[src/rtl/mem_arbiter_if.sv]
// Requester and memory-interpreter signal bundle for mem_arbiter.
// Latency: none (wiring only).
// Backpressure: none; the memory side uses a four-phase ren/wen/ack handshake.
interface mem_arbiter_if #(
    parameter int NUM_REQ = 3,
    parameter int GID_W   = 2
);
    // requester side
    logic [NUM_REQ-1:0]    req_ren;
    logic [NUM_REQ-1:0]    req_wen;
    logic [NUM_REQ-1:0]    req_lock;
    logic [32*NUM_REQ-1:0] req_addr;
    logic [32*NUM_REQ-1:0] req_wdata;
    logic [NUM_REQ-1:0]    req_ack;
    logic                  req_err;
    logic [31:0]           req_rdata;
    logic [GID_W-1:0]      grant_id;
    logic                  busy;
    // memory interpreter side
    logic [31:0]           mem_addr;
    logic [31:0]           mem_data_i;
    logic                  mem_ren;
    logic                  mem_wen;
    logic                  mem_ack;
    logic [31:0]           mem_data_o;

    // arbiter view
    modport slave (
        input  req_ren, req_wen, req_lock, req_addr, req_wdata, mem_ack, mem_data_o,
        output req_ack, req_err, req_rdata, grant_id, busy,
               mem_addr, mem_data_i, mem_ren, mem_wen
    );

    // requesters plus interpreter view
    modport master (
        output req_ren, req_wen, req_lock, req_addr, req_wdata, mem_ack, mem_data_o,
        input  req_ack, req_err, req_rdata, grant_id, busy,
               mem_addr, mem_data_i, mem_ren, mem_wen
    );
endinterface

[src/rtl/mem_arbiter.sv]
// Round-robin arbiter sharing one memory interpreter port among NUM_REQ requesters (optional grant lock: MEM_ARB_LOCK_EN).
// Latency: request seen in IDLE -> registered mem_ren/mem_wen on the next edge; req_ack one edge after mem_ack.
// Backpressure: one transaction at a time; others wait at level until the arbiter is back in IDLE; watchdog aborts.
module mem_arbiter #(
    parameter int NUM_REQ = 3,
    parameter int TIMEOUT = 255,
    parameter int GID_W   = 2
) (
    input  logic         clk,
    input  logic         rst,
    mem_arbiter_if.slave arb
);

    localparam int OFF_W = $clog2(32*NUM_REQ);

    typedef enum logic [1:0] {IDLE, ISSUE, RELEASE} state_t;

    state_t               state, state_nx;
    logic [GID_W-1:0]     last_grant, last_grant_nx;
    logic [GID_W-1:0]     grant_id, grant_id_nx;
    logic [7:0]           wdog, wdog_nx;
    logic [31:0]          mem_addr_r, mem_addr_nx;
    logic [31:0]          mem_data_r, mem_data_nx;
    logic                 mem_ren_r, mem_ren_nx;
    logic                 mem_wen_r, mem_wen_nx;
    logic [31:0]          rdata_r, rdata_nx;
    logic [NUM_REQ-1:0]   ack_r, ack_nx;
    logic                 err_r, err_nx;

    logic [NUM_REQ-1:0]   pending;
    logic                 rr_found;
    logic [GID_W-1:0]     rr_winner;
    logic                 lock_hold;
    logic                 lock_txn;
    logic                 lock_use;
    logic                 win_found;
    logic [GID_W-1:0]     winner;
    logic [OFF_W-1:0]     win_off;

    assign pending = arb.req_ren | arb.req_wen;

    // Round-robin search: first pending requester after last_grant, wrapping
    always_comb begin : rr_search
        int idx;
        idx       = 0;
        rr_found  = 1'b0;
        rr_winner = '0;
        for (int k = 1; k <= NUM_REQ; k++) begin
            idx = int'(last_grant) + k;
            if (idx >= NUM_REQ) idx = idx - NUM_REQ;
            if (!rr_found && pending[idx[GID_W-1:0]]) begin
                rr_found  = 1'b1;
                rr_winner = idx[GID_W-1:0];
            end
        end
    end

    // A held lock overrides round-robin only while its owner is still pending
    assign lock_use  = lock_hold & pending[grant_id];
    assign win_found = lock_use | rr_found;
    assign winner    = lock_use ? grant_id : rr_winner;
    assign win_off   = OFF_W'(winner) << 5;

`ifdef MEM_ARB_LOCK_EN
    // Lock state: armed at RELEASE exit from the finishing requester's req_lock, dropped in IDLE once its owner goes quiet
    always_ff @(posedge clk or negedge rst) begin
        if (!rst) begin
            lock_hold <= 1'b0;
            lock_txn  <= 1'b0;
        end else begin
            if (state == RELEASE && !arb.mem_ack)
                lock_hold <= arb.req_lock[grant_id];
            else if (state == IDLE && !lock_use)
                lock_hold <= 1'b0;
            if (state == IDLE && win_found)
                lock_txn <= lock_use;
        end
    end
`else
    logic unused_lock;
    assign lock_hold   = 1'b0;
    assign lock_txn    = 1'b0;
    assign unused_lock = ^arb.req_lock;
`endif

    // FSM state register
    always_ff @(posedge clk or negedge rst) begin
        if (!rst) state <= IDLE;
        else      state <= state_nx;
    end

    // Next-state and registered-output decode for IDLE / ISSUE / RELEASE
    always_comb begin
        state_nx      = state;
        last_grant_nx = last_grant;
        grant_id_nx   = grant_id;
        wdog_nx       = wdog;
        mem_addr_nx   = mem_addr_r;
        mem_data_nx   = mem_data_r;
        mem_ren_nx    = mem_ren_r;
        mem_wen_nx    = mem_wen_r;
        rdata_nx      = rdata_r;
        ack_nx        = '0;
        err_nx        = 1'b0;
        case (state)
            IDLE: begin
                if (win_found) begin
                    state_nx    = ISSUE;
                    mem_addr_nx = arb.req_addr[win_off +: 32];
                    mem_data_nx = arb.req_wdata[win_off +: 32];
                    // read takes precedence when both strobes are set
                    mem_ren_nx  = arb.req_ren[winner];
                    mem_wen_nx  = arb.req_wen[winner] & ~arb.req_ren[winner];
                    grant_id_nx = winner;
                    wdog_nx     = '0;
                end
            end
            ISSUE: begin
                // wdog holds the number of ISSUE cycles already spent without ack
                wdog_nx = 8'(wdog + 8'd1);
                if (arb.mem_ack) begin
                    rdata_nx   = arb.mem_data_o;
                    ack_nx     = NUM_REQ'(1) << grant_id;
                    mem_ren_nx = 1'b0;
                    mem_wen_nx = 1'b0;
                    state_nx   = RELEASE;
                end else if (wdog == 8'(TIMEOUT)) begin
                    rdata_nx   = '0;
                    ack_nx     = NUM_REQ'(1) << grant_id;
                    err_nx     = 1'b1;
                    mem_ren_nx = 1'b0;
                    mem_wen_nx = 1'b0;
                    state_nx   = RELEASE;
                end
            end
            RELEASE: begin
                // complete the four-phase handshake before the next grant
                if (!arb.mem_ack) begin
                    if (!lock_txn) last_grant_nx = grant_id;
                    state_nx = IDLE;
                end
            end
            default: state_nx = IDLE;
        endcase
    end

    // Datapath registers; reset drops the memory strobes immediately
    always_ff @(posedge clk or negedge rst) begin
        if (!rst) begin
            last_grant <= GID_W'(NUM_REQ - 1);
            grant_id   <= '0;
            wdog       <= '0;
            mem_addr_r <= '0;
            mem_data_r <= '0;
            mem_ren_r  <= 1'b0;
            mem_wen_r  <= 1'b0;
            rdata_r    <= '0;
            ack_r      <= '0;
            err_r      <= 1'b0;
        end else begin
            last_grant <= last_grant_nx;
            grant_id   <= grant_id_nx;
            wdog       <= wdog_nx;
            mem_addr_r <= mem_addr_nx;
            mem_data_r <= mem_data_nx;
            mem_ren_r  <= mem_ren_nx;
            mem_wen_r  <= mem_wen_nx;
            rdata_r    <= rdata_nx;
            ack_r      <= ack_nx;
            err_r      <= err_nx;
        end
    end

    assign arb.mem_addr   = mem_addr_r;
    assign arb.mem_data_i = mem_data_r;
    assign arb.mem_ren    = mem_ren_r;
    assign arb.mem_wen    = mem_wen_r;
    assign arb.req_rdata  = rdata_r;
    assign arb.req_ack    = ack_r;
    assign arb.req_err    = err_r;
    assign arb.grant_id   = grant_id;
    assign arb.busy       = (state == ISSUE) || (state == RELEASE);

endmodule

[src/flat_wrapper.sv]
// flat-port wrapper written by rule: the top's interface ports become plain ports
module mem_arbiter_flat 
#(
    parameter int NUM_REQ = 3,
    parameter int TIMEOUT = 255,
    parameter int GID_W   = 2
)
  (clk, rst, arb_req_ren, arb_req_wen, arb_req_lock, arb_req_addr, arb_req_wdata, arb_mem_ack, arb_mem_data_o, arb_req_ack, arb_req_err, arb_req_rdata, arb_grant_id, arb_busy, arb_mem_addr, arb_mem_data_i, arb_mem_ren, arb_mem_wen);
  mem_arbiter_if #(.NUM_REQ(NUM_REQ), .GID_W(GID_W)) arb_i ();
  input  logic clk;
  input  logic rst;
  input wire logic [$bits(arb_i.req_ren)-1:0] arb_req_ren;
  input wire logic [$bits(arb_i.req_wen)-1:0] arb_req_wen;
  input wire logic [$bits(arb_i.req_lock)-1:0] arb_req_lock;
  input wire logic [$bits(arb_i.req_addr)-1:0] arb_req_addr;
  input wire logic [$bits(arb_i.req_wdata)-1:0] arb_req_wdata;
  input wire logic [$bits(arb_i.mem_ack)-1:0] arb_mem_ack;
  input wire logic [$bits(arb_i.mem_data_o)-1:0] arb_mem_data_o;
  output wire logic [$bits(arb_i.req_ack)-1:0] arb_req_ack;
  output wire logic [$bits(arb_i.req_err)-1:0] arb_req_err;
  output wire logic [$bits(arb_i.req_rdata)-1:0] arb_req_rdata;
  output wire logic [$bits(arb_i.grant_id)-1:0] arb_grant_id;
  output wire logic [$bits(arb_i.busy)-1:0] arb_busy;
  output wire logic [$bits(arb_i.mem_addr)-1:0] arb_mem_addr;
  output wire logic [$bits(arb_i.mem_data_i)-1:0] arb_mem_data_i;
  output wire logic [$bits(arb_i.mem_ren)-1:0] arb_mem_ren;
  output wire logic [$bits(arb_i.mem_wen)-1:0] arb_mem_wen;
  assign arb_i.req_ren = arb_req_ren;
  assign arb_i.req_wen = arb_req_wen;
  assign arb_i.req_lock = arb_req_lock;
  assign arb_i.req_addr = arb_req_addr;
  assign arb_i.req_wdata = arb_req_wdata;
  assign arb_i.mem_ack = arb_mem_ack;
  assign arb_i.mem_data_o = arb_mem_data_o;
  assign arb_req_ack = arb_i.req_ack;
  assign arb_req_err = arb_i.req_err;
  assign arb_req_rdata = arb_i.req_rdata;
  assign arb_grant_id = arb_i.grant_id;
  assign arb_busy = arb_i.busy;
  assign arb_mem_addr = arb_i.mem_addr;
  assign arb_mem_data_i = arb_i.mem_data_i;
  assign arb_mem_ren = arb_i.mem_ren;
  assign arb_mem_wen = arb_i.mem_wen;
  mem_arbiter #(.NUM_REQ(NUM_REQ), .TIMEOUT(TIMEOUT), .GID_W(GID_W)) u_core (.clk(clk), .rst(rst), .arb(arb_i));
endmodule
[config.mk]
export PLATFORM = sky130hd
export DESIGN_NAME = mem_arbiter_flat
export DESIGN_NICKNAME = d
export VERILOG_FILES = /design/src/rtl/mem_arbiter_if.sv /design/src/rtl/mem_arbiter.sv /design/src/flat_wrapper.sv
export SDC_FILE = /design/constraint.sdc
export NUM_CORES = 1
export LEC_CHECK = 0
export BUFFER_PORTS_ARGS = -buffer_cell sky130_fd_sc_hd__buf_2
export CORE_ASPECT_RATIO = 1.5
export CORE_MARGIN = 2
export CORE_UTILIZATION = 35
export CTS_BUF_LIST = sky130_fd_sc_hd__clkbuf_8
export CTS_CLUSTER_DIAMETER = 30
export DETAILED_ROUTE_END_ITERATION = 12
export PLACE_DENSITY = 0.75
export SETUP_SLACK_MARGIN = 0.5
export SLEW_MARGIN = 20
export SYNTH_ARGS = -nofsm -noshare
export SYNTH_HDL_FRONTEND = slang
export SYNTH_SLANG_ARGS = --single-unit
[constraint.sdc]
create_clock -name clk -period 5.63 [get_ports clk]
set_clock_uncertainty 0.2 [all_clocks]
set_input_delay 1.4075 -clock clk [delete_from_list [all_inputs] [get_ports clk]]
set_output_delay 1.4075 -clock clk [all_outputs]
set_load 0.01 [all_outputs]
# Yosys cells after proc, flatten, opt, wreduce, memory -nomap -nowiden
# Index checks and enable logic that the tools add are counted.
# Widths: inputs -> output; s select.
[totals]
elab_cells = 92
register_bits = 116
[op_classes]
n_reduce_logical = 14
shifts = 3
magnitude_cmp = 7
n_eq_ne = 6
bitwise_logic = 4
n_addsub = 7
n_mux = 40
[op_table]
columns = ["cell", "n"]
rows = [
  ["$shiftx 96x8->32", 2],
  ["$mux 32", 2],
  ["$mux 2", 10],
  ["$pmux 8 s2", 1],
  ["$mux 1", 15],
  ["$lt 2x3->1 const B", 4],
  ["$bmux 1 s2", 5],
  ["$ge 3x2->1 const B", 3],
  ["$mux 3", 3],
  ["$add 8x1->8 const B", 1],
  ["$eq 8x8->1 const B", 1],
  ["$mux 8", 1],
  ["$reduce_and 2->1", 4],
  ["$add 2x2->3 const B", 2],
  ["$pmux 2 s3", 1],
  ["$reduce_and 3->1", 2],
  ["$sub 2x1->2 const B", 3],
  ["$pmux 1 s2", 2],
  ["$reduce_bool 2->1", 2],
  ["$add 2x1->3 const B", 1],
  ["$ne 3x2->1 const B", 1],
  ["$or 3x3->3", 1],
  ["$shl 1x2->3 const A", 1],
  ["$eq 2x1->1 const B", 1],
  ["9 further kinds", 12],
]

# Logic depth before layout (Yosys ltp)
# Gate-level depths: netlist of the first run.
[logic_depth]
depth_word = 18
mapped_depth = 11
ltp_nobuf = 8

# Worst setup path before layout of the first run
# No wires, ideal clock.
[synth_timing]
path_type = "input to register"
startpoint = "input arb_req_wen[1]"
endpoint = "register u_core.mem_ren_r (netlist: u_core.arb.mem_ren)"
arrival_ns = 2.843
required_ns = 5.308
n_path_buf = 1
stages = 7
setup_ns = 0.122
setup_slack_ns = 2.466
path_cell_list = "or3b_1 -> nand3_2 -> nand4_4 -> buf_6 -> and3_1 -> a211o_1 -> a32o_1"
[synth_via]
elab_chain_len = 14
[synth_lines]
columns = ["item", "line", "rtl"]
rows = [
  ["start, declared", "flat_wrapper.sv:13", "input wire logic [$bits(arb_i.req_wen)-1:0] arb_req_wen;"],
  ["$or 3x3->3 *", "mem_arbiter.sv:40", "assign pending = arb.req_ren | arb.req_wen;"],
  ["$bmux 1 s2", "mem_arbiter.sv:51", "if (!rr_found && pending[idx[GID_W-1:0]]) begin"],
  ["$mux 1 (not written as such)", "mem_arbiter.sv:51", ""],
  ["$mux 1", "mem_arbiter.sv:51", ""],
  ["$logic_not 1->1", "mem_arbiter.sv:51", ""],
  ["$logic_and 1x1->1", "mem_arbiter.sv:51", ""],
  ["$mux 1", "mem_arbiter.sv:51", ""],
  ["$logic_not 1->1", "mem_arbiter.sv:51", ""],
  ["$logic_and 1x1->1", "mem_arbiter.sv:51", ""],
  ["$mux 2", "mem_arbiter.sv:51", ""],
  ["$bmux 1 s2", "mem_arbiter.sv:112", "mem_ren_nx = arb.req_ren[winner];"],
  ["$mux 1 (not written as such)", "mem_arbiter.sv:112", ""],
  ["$mux 1", "mem_arbiter.sv:107", "if (win_found) begin"],
  ["$pmux 1 s2", "mem_arbiter.sv:105", "case (state)"],
  ["end signal, assigned", "mem_arbiter.sv:166", "mem_ren_r <= mem_ren_nx;"],
  ["end, declared", "mem_arbiter.sv:24", "logic mem_ren_r, mem_ren_nx;"],
]
# Every way passes the cells marked *; elsewhere a longest branch is shown, timed or not. The select of a mux whose other input is x is not followed.
# A chain may end at the register's enable or synchronous reset.

# Worst setup path after layout of the first run
[layout_timing]
startpoint = "register u_core.last_grant[0]"
endpoint = "register u_core.mem_ren_r (netlist: u_core.arb.mem_ren)"
[layout_via]
elab_chain_len = 16
[layout_lines]
columns = ["item", "line", "rtl"]
rows = [
  ["start, declared", "mem_arbiter.sv:19", "logic [GID_W-1:0] last_grant, last_grant_nx;"],
  ["start signal, assigned", "mem_arbiter.sv:150", "last_grant <= GID_W'(NUM_REQ - 1);"],
  ["start signal, assigned", "mem_arbiter.sv:161", "last_grant <= last_grant_nx;"],
  ["$add 2x1->3", "mem_arbiter.sv:49", "idx = int'(last_grant) + k;"],
  ["$ge 3x2->1 / $sub 2x1->2 (equally long branches)", "mem_arbiter.sv:50", "if (idx >= NUM_REQ) idx = idx - NUM_REQ;"],
  ["$mux 2", "mem_arbiter.sv:50", ""],
  ["$bmux 1 s2", "mem_arbiter.sv:51", ""],
  ["$mux 1 (not written as such)", "mem_arbiter.sv:51", ""],
  ["$mux 1", "mem_arbiter.sv:51", ""],
  ["$logic_not 1->1", "mem_arbiter.sv:51", ""],
  ["$logic_and 1x1->1", "mem_arbiter.sv:51", ""],
  ["$mux 1", "mem_arbiter.sv:51", ""],
  ["$logic_not 1->1", "mem_arbiter.sv:51", ""],
  ["$logic_and 1x1->1", "mem_arbiter.sv:51", ""],
  ["$mux 2", "mem_arbiter.sv:51", ""],
  ["$bmux 1 s2", "mem_arbiter.sv:112", ""],
  ["$mux 1 (not written as such)", "mem_arbiter.sv:112", ""],
  ["$mux 1", "mem_arbiter.sv:107", ""],
  ["$pmux 1 s2", "mem_arbiter.sv:105", ""],
]
# Several ways; a longest one is shown, not always the timed one. The select of a mux whose other input is x is not followed.

==> results of run 1 <==
-- cell families (layout without fill, tap and decap cells) --
group	after synthesis	after routing	share of synthesized area, %
and+or+nand+nor	258	258	20.3
buffers and inverters	67	388	5.16
adders and majority gates	9	9	1.78
muxes	3	3	0.494
AOI/OAI and AO/OA	208	208	26.2
DFF	116	116	45.9
xor gates and xnor gates	1	1	0.138
other	0	2	0
-- synth_stat cells, drive strengths merged (2+ instances only) --
| cell type | n |
|---|---|
| a21oi | 11 |
| nor2b | 2 |
| nor3b | 4 |
| inv | 8 |
| dfrtp | 115 |
| a22o | 32 |
| a211oi | 65 |
| o21ai | 17 |
| and3 | 67 |
| a32o | 2 |
| nand3 | 8 |
| nor3 | 7 |
| or3 | 5 |
| and2 | 3 |
| a211o | 2 |
| nand4 | 2 |
| nor2 | 72 |
| a21o | 2 |
| ha | 9 |
| clkbuf | 29 |
| or4 | 2 |
| and4 | 2 |
| buf | 29 |
| a221o | 2 |
| o31ai | 67 |
| nand2 | 78 |
| mux2i | 2 |
-- where the power goes --
part | switching, µW | internal [µW] | leakage (µW)
sequential | 218 | 1250 | 0.00144
clock | 378 | 321 | 0.000186
combinational | 2250 | 1400 | 0.00277
-- cell type report --
| cell class | instances | area, µm² |
|---|---|---|
| multi-input cells | 479 | 3130 |
| inverters | 9 | 33.8 |
| clock inverters | 14 | 105 |
| clock buffers | 18 | 248 |
| fillers | 1751 | 9410 |
| diodes | 2 | 5.00 |
| well taps | 217 | 272 |
| flip-flops and latches | 116 | 2900 |
| repair buffers | 347 | 1760 |
-- worst max-delay path: cells and delay by family (launching register included) --
family                   cells  cell delay [ps]
AO/OA/AOI/OAI                2              570
adder cells (fa/ha/maj)      1              510
AND/OR/NAND/NOR              3              830
buffers and inverters        3              780
flip-flops                   1              460
-- per-stage QoR --
| step | power [µW] | setup slack (ps) | hold WS (ps) | area (µm²) | std cells |
|---|---|---|---|---|---|
| 2_1_floorplan | 4170 | 2470 | 309 | 6330 | 662 |
| 3_3_place_gp | 5050 | 1790 | 255 | 8100 | 1168 |
| 3_5_place_dp | 5150 | 1720 | 262 | 8100 | 1168 |
| 4_1_cts | 5870 | 2150 | 279 | 8450 | 1200 |
| 5_1_grt | 6310 | 1930 | 298 | 8450 | 1201 |
| 6_report | 5810 | 2150 | 277 | 8460 | 1202 |
-- per-layer routing --
metal	vias to the layer above	GRT usage, %	wire, µm
li1	3077	-	-
met1	3003	23.3	8160
met5	-	0	0
met3	39	4.91	1340
met4	0	9.01	625
met2	273	37.4	10200
-- sequential cells by signal, indices dropped and copies added (netlist names), 2 cells and up --
register and cells:
u_core.arb.req_rdata 32, u_core.last_grant 2, u_core.arb.grant_id 2, u_core.arb.mem_addr 32
u_core.state 2, u_core.wdog 8, u_core.arb.mem_data_i 32, u_core.arb.req_ack 3
-- path summary, 6_finish.rpt --
path                                                   to  slack [ps]                startpoint  depth (start not counted)
worst max-delay path                   u_core.arb.mem_ren        2150      u_core.last_grant[0]                          9
min in group asynchronous       u_core.arb.mem_data_i[20]         780                       rst                          1
worst max register to register         u_core.arb.mem_ren        2150      u_core.last_grant[0]                          9
worst min-delay path             u_core.arb.mem_data_i[6]         280  u_core.arb.mem_data_i[6]                          2
worst min register to register   u_core.arb.mem_data_i[6]         280  u_core.arb.mem_data_i[6]                          2
max in group asynchronous          u_core.arb.mem_addr[3]        3440                       rst                          2
==> run_results.csv, run 1 <==
group,metric,value,unit
global_routing,grt-ovfl-total,0,
place,dp.final_hpwl,14800,µm
yosys,yosys.area.top_type,"dfrtp_1",
floorplanning,die_area,0.0192,mm²
setup_path,slowest_delay,560,ps
route,routed_wl,20400,µm
yosys,synthTopCellsByArea,"dfrtp_1 45%, o31ai_1 7.9%, and3_1 6.6%",
timing,worst_pin_slew,863,ps
cts,cts_sinks,116,
finish,final_cell_mix,"336 x buf_2, 115 x dfrtp_1, 77 x nand2_1",
power,ir_drop,0.473,mV
timing,final.setup.tns,0,ps
floorplanning,rows,60,
yosys,netlist_area,0.00633,mm²
timing,finalHoldViolCount,0,
setup_path,required,5740,ps
timing,setup_viol,0,
timing,max_freq,0.287,GHz
yosys,synth_cell_types,58,
yosys,ys_ff_latch,116,
cts,root_buffer,"clkbuf_8",
yosys,syn_avg_cell_area,9.56,µm²
cts,cts_tree,"done",
floorplanning,die_height,169,µm
floorplanning,die_x,114,µm
setup_path,worst-endpoint-arrival,3590,ps
setup_path,start_kind,"flip-flop",
global_routing,grt_max_degree,77,
finish,area_growth,33.7,%
yosys,synth.yosys.seq_area_share,45.9,%
timing,slew_viol_final,0,
power,power.density,687,mW/mm²
setup_path,cp_cell_sequence,"inv_1 > ha_1 > inv_1 > or4_4 > nand4_4 > buf_4 > nand2_1 > a211o_1 > a32o_1",
finish,nets,1215,
setup_path,cp_max_fo,70,
finish,drive_above_1_share,42.2,%
yosys,synth_edf_count,0,
route,drt_iter0_drc,300,
route,wl_per_cell,16.9,µm
floorplanning,core,0.0179,mm²
floorplanning,io-pin-count,341,
global_routing,grt_pass1_vias,6293,
job,maxCapViolCount,0,
yosys,synthCells,662,
route,routed_via_density,5.32,
cts,postCtsSetupBuffers,0,
global_routing,antenna_found_initial,1,
route,vias,6392,
global_routing,grt_use_total,20.8,%
cts,cts_buffers,17,
cts,clock_path_buffers,2,
cts,cts_hold_buf,0,
route,drc,0,
global_routing,grt_pass1_wl,31500,µm
route,drtPass1Iterations,5,
yosys,synth_top_area_share,45.5,%
setup_path,worst_path_max_delay_cell,"or4_4",
setup_path,critPathCaptureType,"flip-flop",
yosys,syn_nets,907,
floorplanning,start_util,35.4,%
yosys,yosys_warnings,0,
setup_path,path_class,"flip-flop to flip-flop",
yosys,synth_top_flop_cell,"dfrtp_1",
route,ant_nets,0,
power,leakage,0.00439,µW
timing,period_needed,3480,ps
yosys,synth_async_sr_flop_share,100,%
setup_path,cp_common_cell,"inv_1",
worst_hold_path,hold_path_class,"flip-flop to flip-flop",
place,place_congestion,0.944,
outcome,status,"finished, final reports clean",
cts,cts_resized,0,
place,io_buffer_count,337,
finish,final_util,47.3,%
cts,path_clk_slew,90,ps
timing,rsz0062_at_grt,"false",
cts,htreeDepth,4,
finish,final_common_cell,"buf_2",
timing,finalCritPeriodShare,61.8,%
cts,clock_latency,430,ps
timing,relSlewSlack,42.4,%
(Power assumes the default switching activity.)
==> run 2, diff against run 1 <==
==> constraint.sdc (replaced) <==
create_clock -name clk -period 3.6 [get_ports clk]
set_clock_uncertainty 0.2 [all_clocks]
set_input_delay 0.9 -clock clk [delete_from_list [all_inputs] [get_ports clk]]
set_output_delay 0.9 -clock clk [all_outputs]
set_load 0.01 [all_outputs]
==> run 2 against run 1 <==
Critical path depth did not move; final cell count up 0.50%; register-to-register slack got worse by 1500 ps; core utilization is 1.2 points higher; routed wire length rose by 2.9%; final area rose by 2.6%; worst hold slack worse by 6.9 ps; clock power grew 93%; first-iteration DRC count up 31%; highest routed layer unchanged.
==> run_results.csv, run 2 (same netlist as run 1, synthesis figures left out) <==
group,metric,value,unit
route,drc,0,
floorplanning,start_util,35.4,%
finish,nets,1221,
place,place_congestion,0.953,
cts,path_clk_slew,80,ps
finish,final_cell_mix,"336 x buf_2, 114 x dfrtp_1, 77 x nand2_1",
power,power.density,1110,mW/mm²
route,drtPass1Iterations,4,
timing,final.setup.tns,0,ps
timing,worst_pin_slew,662,ps
setup_path,worst_path_max_delay_cell,"dfstp_2",
global_routing,grt_max_degree,77,
finish,fillers,1735,
setup_path,crit_family,"simple AND/OR/NAND/NOR gates",
timing,finalCritPeriodShare,82.5,%
finish,area_growth,37.1,%
timing,slew_viol_final,0,
setup_path,rrSetupSlack,630,ps
cts,cts_buffers,17,
route,ant_nets,0,
global_routing,grt_pass1_wl,32100,µm
place,dp.final_hpwl,15100,µm
cts,htreeDepth,4,
setup_path,cp_cell_sequence,"inv_1 > ha_4 > inv_1 > or4_4 > nand4_4 > nand2_4 > buf_12 > a211oi_1 > o31ai_1",
finish,register_area,0.00291,mm²
floorplanning,die_height,169,µm
route,wl_per_cell,17.3,µm
finish,final_area,0.00867,mm²
setup_path,crit_path_end,"u_core.arb.mem_data_i[12]",
place,io_buffer_count,337,
global_routing,grt_use_total,21.3,%
global_routing,antenna_found_initial,2,
timing,rsz0062_at_grt,"false",
floorplanning,die_area,0.0192,mm²
timing,period_needed,2970,ps
timing,setup_viol,0,
finish,final_cells,1208,
cts,cts_sinks,116,
global_routing,grt_pass1_vias,6218,
setup_path,required,3700,ps
floorplanning,core,0.0179,mm²
setup_path,path_class,"flip-flop to flip-flop",
setup_path,cp.depth,9,
power,ir_drop,0.569,mV
floorplanning,io-pin-count,341,
power,power,9640,µW
floorplanning,die_x,114,µm
route,vias,6450,
finish,final_common_cell,"buf_2",
route,routed_via_density,5.34,
setup_path,crit_start,"u_core.last_grant[1]",
finish,drive_above_1_share,43.0,%
setup_path,critPathCaptureType,"flip-flop",
setup_path,rr_endpoint,"u_core.arb.mem_data_i[12]",
route,drt_iter0_drc,392,
outcome,status,"finished, final reports clean",
cts,root_buffer,"clkbuf_8",
job,maxCapViolCount,0,
setup_path,rr_startpoint,"u_core.last_grant[1]",
setup_path,start_kind,"flip-flop",
global_routing,grt-ovfl-total,0,
setup_path,cp_max_fo,64,
timing,max_freq,0.337,GHz
cts,clock_path_buffers,2,
finish,multi_input_area,0.00315,mm²
setup_path,reg2regPathDepth,9,
cts,cts_tree,"done",
setup_path,critPathBufInv,3,
floorplanning,rows,60,
timing,finalHoldViolCount,0,
setup_path,slowest_delay,550,ps
cts,clock_latency,420,ps
power,leakage,0.00449,µW
place,placed_cells,1173,
place,dpl_cell_area,0.00820,mm²
setup_path,cp_common_cell,"inv_1",
setup_path,worst-endpoint-arrival,3070,ps
route,routed_wl,20900,µm
finish,final_util,48.5,%
timing,relSlewSlack,55.9,%
worst_hold_path,hold_path_class,"flip-flop to flip-flop",
## run 2: cell count changes in the layout (fill, tap and decap cells not counted), moves of 2 or more
| cell | change |
|---|---|
| buf_12 | +5 |
| clkinv_2 | -2 |
| inv_6 | +4 |
| bufinv_16 | +3 |
| clkinv_4 | -4 |
## run 2: power breakdown
part | leakage (µW) | total [µW] | internal (µW) | switching [µW]
Clock | 0.000223 | 1350 | 728 | 622
Sequential | 0.00144 | 2290 | 1950 | 338
Combinational | 0.00282 | 6010 | 2420 | 3580
Total | 0.00449 | 9640 | 5100 | 4540
## run 2: worst min-delay path, cell delays in order, from the launching register on
cell     delay [ps]
dfrtp_1         340
nand2_1          50
o31ai_1          50
## run 2: layout make-up
class	instances	share of cell area (%)
Antenna cell	2	0.0577
Multi-Input combinational cell	479	36.3
Clock inverter	14	2.14
Tap cell	217	3.13
Clock buffer	18	2.86
Sequential cell	116	33.5
Inverter	9	0.389
Timing Repair Buffer	353	21.6
## run 2: stage by stage
step                worst slack [ps]  hold slack, ps
floorplan                        943             309
global placement                 309             255
detailed placement               255             260
CTS                              557             276
global route                     521             293
finish                           631             271
## run 2: routing by layer
metal  vias up  part of all wire, %  track usage (%)
met5         -                    0                0
met4         0                  2.8             8.11
met3        41                  7.0             5.37
met2       284                   51             38.0
met1      3042                   40             24.2
li1       3083                    -                -
## run 2: how the worst min path moves through the flow
stage	from	endpoint	slack [ps]	depth (start not counted)
3_3_place_gp	u_core.arb.mem_addr[0]	u_core.arb.mem_addr[0]	250	2
6_report	u_core.arb.mem_addr[28]	u_core.arb.mem_addr[28]	270	2
4_1_cts	u_core.arb.mem_addr[28]	u_core.arb.mem_addr[28]	280	2
5_1_grt	u_core.arb.mem_addr[28]	u_core.arb.mem_addr[28]	290	2
2_1_floorplan	u_core.state[0]	u_core.state[0]	310	1
3_5_place_dp	u_core.arb.mem_addr[28]	u_core.arb.mem_addr[28]	260	2
## run 2: repair_timing
item | 4_1_cts | 5_1_grt
endpoints found under the setup margin | 50 | 61
setup buffers | 1 | 0
gates resized for setup | 3 | 3
hold buffers | 0 | 0
pin swaps | 1 | 0
